--- src/rtl/pbc_pkg.sv ---
// Shared types and constants for the product/box counter.
// Latency: n/a (package only).
// Backpressure: n/a (package only).
package pbc_pkg;

    typedef enum logic {
        COUNTING = 1'b0,
        FULL     = 1'b1
    } state_e;

    // Active-low segments, bit6 = a .. bit0 = g.
    localparam logic [6:0] SEG_0     = 7'b0000001;
    localparam logic [6:0] SEG_1     = 7'b1001111;
    localparam logic [6:0] SEG_2     = 7'b0010010;
    localparam logic [6:0] SEG_3     = 7'b0000110;
    localparam logic [6:0] SEG_4     = 7'b1001100;
    localparam logic [6:0] SEG_5     = 7'b0100100;
    localparam logic [6:0] SEG_6     = 7'b0100000;
    localparam logic [6:0] SEG_7     = 7'b0001111;
    localparam logic [6:0] SEG_8     = 7'b0000000;
    localparam logic [6:0] SEG_9     = 7'b0000100;
    localparam logic [6:0] SEG_BLANK = 7'b1111111;

    // Legal parameter ranges.
    localparam int ITEMS_MIN = 2;
    localparam int ITEMS_MAX = 99;
    localparam int BOXES_MIN = 1;
    localparam int BOXES_LIM = 99;
    localparam int DEB_MIN   = 1;
    localparam int DEB_MAX   = 255;

    // Two-digit BCD to binary; result is at most 99 so 7 bits suffice.
    function automatic logic [6:0] bcd_to_bin(input logic [3:0] hi, input logic [3:0] lo);
        return ({3'b000, hi} * 7'd10) + {3'b000, lo};
    endfunction

    // Two-digit BCD increment, returned as {hi, lo}.
    function automatic logic [7:0] bcd_inc(input logic [3:0] hi, input logic [3:0] lo);
        if (lo == 4'd9) begin
            return {hi + 4'd1, 4'd0};
        end
        return {hi, lo + 4'd1};
    endfunction

endpackage

--- src/rtl/product_box_counter_seg7_decoder.sv ---
// One BCD digit to an active-low 7-segment pattern, with forced blanking.
// Latency: combinational.
// Backpressure: none; pure decode.
module seg7_decoder
    import pbc_pkg::*;
(
    input  logic [3:0] digit_i,
    input  logic       blank_i,
    output logic [6:0] seg_o
);

    // Decode digit; blank flag or a non-decimal code turns every segment off.
    always_comb begin
        seg_o = SEG_BLANK;
        if (!blank_i) begin
            case (digit_i)
                4'd0:    seg_o = SEG_0;
                4'd1:    seg_o = SEG_1;
                4'd2:    seg_o = SEG_2;
                4'd3:    seg_o = SEG_3;
                4'd4:    seg_o = SEG_4;
                4'd5:    seg_o = SEG_5;
                4'd6:    seg_o = SEG_6;
                4'd7:    seg_o = SEG_7;
                4'd8:    seg_o = SEG_8;
                4'd9:    seg_o = SEG_9;
                default: seg_o = SEG_BLANK;
            endcase
        end
    end

endmodule

--- src/rtl/product_box_counter.sv ---
// Item/box counter from an async sensor, stops when BOXES_MAX boxes are done; macro DEBOUNCE_EN adds a debouncer.
// Latency: sensor rise sampled at edge k updates counts after edge k+2 (+DEB_CYCLES with DEBOUNCE_EN).
// Backpressure: none; the sensor cannot be stalled, items arriving while FULL are dropped and flagged in item_lost.
module product_box_counter
    import pbc_pkg::*;
#(
    parameter int ITEMS_PER_BOX = 10,
    parameter int BOXES_MAX     = 9,
    parameter int DEB_CYCLES    = 4
) (
    input  logic       clk,
    input  logic       rst,
    input  logic       item_in,
    input  logic       ack_full,
    output logic [6:0] seg_item_lo,
    output logic [6:0] seg_item_hi,
    output logic [6:0] seg_box_lo,
    output logic [6:0] seg_box_hi,
    output logic [6:0] item_cnt,
    output logic [6:0] box_cnt,
    output logic       box_done,
    output logic       full,
    output logic       item_lost
);

    if (ITEMS_PER_BOX < ITEMS_MIN || ITEMS_PER_BOX > ITEMS_MAX) begin : g_bad_items
        $error("product_box_counter: ITEMS_PER_BOX out of range 2..99");
    end
    if (BOXES_MAX < BOXES_MIN || BOXES_MAX > BOXES_LIM) begin : g_bad_boxes
        $error("product_box_counter: BOXES_MAX out of range 1..99");
    end
    if (DEB_CYCLES < DEB_MIN || DEB_CYCLES > DEB_MAX) begin : g_bad_deb
        $error("product_box_counter: DEB_CYCLES out of range 1..255");
    end

    localparam logic [6:0] ITEM_LAST = 7'(ITEMS_PER_BOX - 1);
    localparam logic [6:0] BOX_LAST  = 7'(BOXES_MAX);

    logic       sync1_q, sync2_q, hist_q;
    logic       level;
    logic       item_evt;
    state_e     state_q, state_d;
    logic [3:0] item_hi_q, item_lo_q, item_hi_d, item_lo_d;
    logic [3:0] box_hi_q, box_lo_q, box_hi_d, box_lo_d;
    logic       box_done_q, box_done_d;
    logic       lost_q, lost_d;
    logic [7:0] item_inc, box_inc;

`ifdef DEBOUNCE_EN
    localparam logic [7:0] DEB_LAST = 8'(DEB_CYCLES - 1);

    logic       deb_q, deb_d;
    logic [7:0] deb_cnt_q, deb_cnt_d;

    // Debounce: adopt the synchronised level only after it has differed for DEB_CYCLES cycles.
    always_comb begin
        deb_d     = deb_q;
        deb_cnt_d = '0;
        if (sync2_q != deb_q) begin
            if (deb_cnt_q == DEB_LAST) begin
                deb_d = sync2_q;
            end else begin
                deb_cnt_d = deb_cnt_q + 8'd1;
            end
        end
    end

    // Debounce state registers.
    always_ff @(posedge clk) begin
        if (rst) begin
            deb_q     <= 1'b0;
            deb_cnt_q <= '0;
        end else begin
            deb_q     <= deb_d;
            deb_cnt_q <= deb_cnt_d;
        end
    end

    assign level = deb_q;
`else
    assign level = sync2_q;
`endif

    assign item_evt = level & ~hist_q;
    assign item_cnt = bcd_to_bin(item_hi_q, item_lo_q);
    assign box_cnt  = bcd_to_bin(box_hi_q, box_lo_q);
    assign item_inc = bcd_inc(item_hi_q, item_lo_q);
    assign box_inc  = bcd_inc(box_hi_q, box_lo_q);

    // Next-state: count items, roll into boxes, freeze in FULL until acknowledged.
    always_comb begin
        state_d    = state_q;
        item_hi_d  = item_hi_q;
        item_lo_d  = item_lo_q;
        box_hi_d   = box_hi_q;
        box_lo_d   = box_lo_q;
        box_done_d = 1'b0;
        lost_d     = lost_q;
        case (state_q)
            COUNTING: begin
                if (item_evt) begin
                    if (item_cnt == ITEM_LAST) begin
                        item_hi_d  = 4'd0;
                        item_lo_d  = 4'd0;
                        box_hi_d   = box_inc[7:4];
                        box_lo_d   = box_inc[3:0];
                        box_done_d = 1'b1;
                        if (bcd_to_bin(box_inc[7:4], box_inc[3:0]) == BOX_LAST) begin
                            state_d = FULL;
                        end
                    end else begin
                        item_hi_d = item_inc[7:4];
                        item_lo_d = item_inc[3:0];
                    end
                end
            end
            FULL: begin
                // Acknowledge wins over a coincident item, which is simply dropped.
                if (ack_full) begin
                    item_hi_d = 4'd0;
                    item_lo_d = 4'd0;
                    box_hi_d  = 4'd0;
                    box_lo_d  = 4'd0;
                    lost_d    = 1'b0;
                    state_d   = COUNTING;
                end else if (item_evt) begin
                    lost_d = 1'b1;
                end
            end
            default: state_d = COUNTING;
        endcase
    end

    // Synchroniser, edge history and counter state; reset overrides everything.
    always_ff @(posedge clk) begin
        if (rst) begin
            sync1_q    <= 1'b0;
            sync2_q    <= 1'b0;
            hist_q     <= 1'b0;
            state_q    <= COUNTING;
            item_hi_q  <= 4'd0;
            item_lo_q  <= 4'd0;
            box_hi_q   <= 4'd0;
            box_lo_q   <= 4'd0;
            box_done_q <= 1'b0;
            lost_q     <= 1'b0;
        end else begin
            sync1_q    <= item_in;
            sync2_q    <= sync1_q;
            hist_q     <= level;
            state_q    <= state_d;
            item_hi_q  <= item_hi_d;
            item_lo_q  <= item_lo_d;
            box_hi_q   <= box_hi_d;
            box_lo_q   <= box_lo_d;
            box_done_q <= box_done_d;
            lost_q     <= lost_d;
        end
    end

    assign box_done  = box_done_q;
    assign full      = (state_q == FULL);
    assign item_lost = lost_q;

    seg7_decoder u_seg_item_lo (.digit_i(item_lo_q), .blank_i(1'b0),              .seg_o(seg_item_lo));
    seg7_decoder u_seg_item_hi (.digit_i(item_hi_q), .blank_i(item_hi_q == 4'd0), .seg_o(seg_item_hi));
    seg7_decoder u_seg_box_lo  (.digit_i(box_lo_q),  .blank_i(1'b0),              .seg_o(seg_box_lo));
    seg7_decoder u_seg_box_hi  (.digit_i(box_hi_q),  .blank_i(box_hi_q == 4'd0),  .seg_o(seg_box_hi));

endmodule

--- config.mk ---
export PLATFORM = sky130hd
export DESIGN_NAME = product_box_counter
export DESIGN_NICKNAME = d
export VERILOG_FILES = /design/src/rtl/pbc_pkg.sv /design/src/rtl/product_box_counter_seg7_decoder.sv /design/src/rtl/product_box_counter.sv
export SDC_FILE = /design/constraint.sdc
export NUM_CORES = 1
export LEC_CHECK = 0
export BUFFER_PORTS_ARGS = -buffer_cell sky130_fd_sc_hd__clkbuf_2
export CORE_AREA = 2 2 112 93
export CTS_CLUSTER_DIAMETER = 150
export DETAILED_ROUTE_END_ITERATION = 7
export DIE_AREA = 0 0 114 95
export GPL_ROUTABILITY_DRIVEN = 0
export PLACE_DENSITY = 0.7
export SLEW_MARGIN = 25
export SYNTH_ARGS = -nofsm -noshare
export SYNTH_HDL_FRONTEND = slang
export SYNTH_SLANG_ARGS = --single-unit
--- constraint.sdc ---
create_clock -name clk -period 6.83 [get_ports clk]
set_input_delay 0.3415 -clock clk [delete_from_list [all_inputs] [get_ports clk]]
set_output_delay 0.3415 -clock clk [all_outputs]
set_load 0.01 [all_outputs]
==> results_dict.tcl <==
set metrics [dict create \
    dp_cells 587 \
    cts_made_buffers 5 \
    stdcell_area_um2 4300 \
    drv_cap 0 \
    track_usage_pct 16.6 \
    ys.flop_type "dfxtp_1" \
    endpoint_kind "register" \
    worst-path-max-fanout 11 \
    grt_start_max_net_pins 44 \
    synth_top_cell_by_area "dfxtp_1" \
    multiInputGateArea_um2 2570 \
    gr-total-overflow 0 \
    n_fill_cell 997 \
    irDropWorstVdd_mv 0.109 \
    ant_nets 0 \
    clock.fmax_mhz 221 \
    setup_viol 0 \
    crit_type "reg -> reg" \
    finClkSkew_ns 0.00377 \
    synthesis.nets 495 \
    synthCells 434 \
    synth_area_leaders "dfxtp_1, ha_1, inv_1, xnor2_1, fa_1" \
    async_flop_share_pct 0 \
    worstPathArrival_ns 4.69 \
    seqCellArea_um2 1000 \
    via_count 3121 \
    postCtsHoldBufs 0 \
    post-cts-setup-buffers 0 \
    syn_area_per_cell_um2 8.96 \
    wl_um 8350 \
    area_growth_pct 10.6 \
    fin_nets 533 \
    start_util_pct 39.6 \
    routedWlPerCell_um 14.0 \
    critPathLaunchType "register" \
    yosys.area.top_type_share_pct 25.7 \
    dp.final_hpwl_um 6450 \
    drtPass1Iterations 4 \
    grt_pass1_wl_um 14200 \
    maxSlewViolCount 0 \
    core.rowCount 33 \
    fin_cells 595 \
    cts_tree "done" \
    core-area_um2 9830 \
    post-route-min-period_ns 4.52 \
    worst_ep_required_time_ns 7.00 \
    dieHeight_um 95 \
    cts.clk_slew.worst_paths_ns 0.07 \
    max_slew.worst_pin.slew_ns 0.887 \
    clock_latency_ns 0.30 \
    fin_util_pct 43.8 \
    post_dp_cell_area_um2 4150 \
    ys_ff_latch 50 \
    die_area_um2 10800 \
    hold_viol 0 \
    synth_cell_type_count 71 \
    p_leak_nw 1.97 \
    outcome "finished, final reports clean" \
    ctsRootBufferMaster "clkbuf_16" \
    synth.cell_area_um2 3890 \
    routed_via_density 5.25 \
    drtIter0Drc 173 \
    io_pins 49 \
    hold_ws_ns 0.241 \
    antenna_cells 0 \
    layout-drive-gt1-share_pct 22.0 \
    ys_seq_area_share_pct 25.7 \
    rsz0062_at_grt "no" \
    relSlewSlack_pct 40.6 \
    yosys_warnings 0 \
    portBuffers 48 \
    cts.sinks 50 \
    antenna_found_initial 0 \
    powerDensity_nw_per_um2 133 \
    total_power_mw 0.572 \
    tns_ns 0 \
    synth_edf_count 0 \
    hp-class "in -> reg" \
    period_share_pct 66.2 \
    grt_pass1_vias 2952 \
    htreeDepth 2 \
    pre_cts_slack_ns 2.36 \
    clockBufferDepth 2 \
    die_w_um 114 \
    drc_errors 0 \
    setup_slack_ns 2.31 \
    ctsResizeCount 0 \
]
[report_power, final]
part | total [mW] | switching (mW) | leakage, nW | internal [mW]
combinational | 0.0185 | 0.0120 | 1.49 | 0.00655
clock | 0.258 | 0.112 | 0.0739 | 0.145
sequential | 0.295 | 0.00142 | 0.404 | 0.294
[worst paths after layout]
kind | startpoint | endpoint | slack (ns) | cells after the start
hold reg to reg | sync1_q$_SDFF_PP0_ | level$_SDFF_PP0_ | 0.45 | 1
setup / recovery | item_hi_q[3]$_SDFFE_PP0N_ | register | 2.31 | 13
hold / removal | item_in | sync1_q$_SDFF_PP0_ | 0.24 | 2
setup reg to reg | item_hi_q[3]$_SDFFE_PP0N_ | register | 2.31 | 13
[area by class of cell]
cell class              count  area share, %
multi-input cells         319           59.9
well taps                 122           3.55
repair buffers             49           5.76
clock buffers               7           3.32
inverters                  47           4.10
clock inverters             1          0.116
flip-flops and latches     50           23.3
[cells in the mapped netlist (2+ instances only)]
| master | number |
|---|---|
| buf_4 | 4 |
| and3_1 | 3 |
| o21a_1 | 8 |
| a31oi_1 | 6 |
| nor3_1 | 6 |
| a221oi_2 | 2 |
| or4_1 | 2 |
| mux2i_1 | 5 |
| a22oi_1 | 2 |
| a211oi_1 | 4 |
| nor3b_1 | 4 |
| or2_2 | 17 |
| nor3_2 | 2 |
| ha_1 | 51 |
| nand4_1 | 3 |
| o21bai_1 | 2 |
| nor2b_1 | 4 |
| fa_1 | 6 |
| nand3b_1 | 3 |
| mux2_2 | 6 |
| clkbuf_1 | 6 |
| nor4_1 | 3 |
| o221ai_1 | 4 |
| a21oi_1 | 20 |
| xnor2_1 | 14 |
| a211o_1 | 2 |
| o21ai_0 | 13 |
| buf_6 | 7 |
| nand2_1 | 25 |
| and2_1 | 6 |
| inv_1 | 46 |
| dfxtp_1 | 50 |
| nand2b_1 | 6 |
| nor2_1 | 27 |
| o22ai_1 | 3 |
| a21o_1 | 5 |
| a21oi_2 | 5 |
| o211a_1 | 2 |
| or4_4 | 2 |
| xor2_1 | 8 |
| nand3_1 | 10 |
[layer usage]
layer | GRT usage (%) | share of wire, % | wire (µm) | vias to the layer above
met4 | 5.89 | 1.9 | 159 | 0
met5 | 0 | 0 | 0 | -
met2 | 26.3 | 44 | 3670 | 86
li1 | - | - | - | 1573
met1 | 22.0 | 49 | 4100 | 1448
met3 | 3.92 | 5.0 | 420 | 14
[cell usage in the layout, fill, tap and decap left out, drive strengths merged, types with 4 or more instances in the layout]
| cell type | netlist | layout |
|---|---|---|
| or4 | 4 | 4 |
| nand3 | 10 | 10 |
| nor3 | 8 | 8 |
| mux2 | 6 | 6 |
| and2 | 6 | 6 |
| o21ai | 15 | 15 |
| nand2b | 6 | 6 |
| or2 | 18 | 18 |
| xor2 | 8 | 8 |
| xnor2 | 14 | 14 |
| nor3b | 5 | 5 |
| o221ai | 5 | 5 |
| fa | 6 | 6 |
| nand2 | 26 | 26 |
| a31oi | 6 | 6 |
| o21a | 8 | 8 |
| ha | 51 | 51 |
| a211oi | 4 | 4 |
| nor4 | 4 | 4 |
| inv | 47 | 47 |
| a21oi | 25 | 25 |
| clkbuf | 6 | 55 |
| nor2b | 4 | 4 |
| nor2 | 27 | 27 |
| dfxtp | 50 | 50 |
| a21o | 5 | 5 |
| mux2i | 5 | 5 |
[cells by family (layout without fill, tap and decap cells)]
kind of cell,Yosys count,after routing,synth area share [%]
AND/OR/NAND/NOR,135,135,20.2
AO/OA/AOI/OAI,93,93,18.0
buffers and inverters,65,104,8.04
adder cells (fa/ha/maj),57,57,19.5
flip-flops,50,50,25.7
XOR/XNOR,23,23,5.53
multiplexers,11,11,3.02
[worst max-delay path, cell delays in order, from the launching register on]
cell and delay, ns:
dfxtp_1 0.45, ha_1 0.29, ha_1 0.21, inv_1 0.06
fa_1 0.46, xnor3_1 0.36, o211a_2 0.16, o221ai_2 0.51
nor2_1 0.38, nor4_1 0.68, inv_1 0.20, ha_1 0.23
nor3_1 0.29, a211oi_1 0.10
No activity file was read; power rests on OpenSTA's default activity.
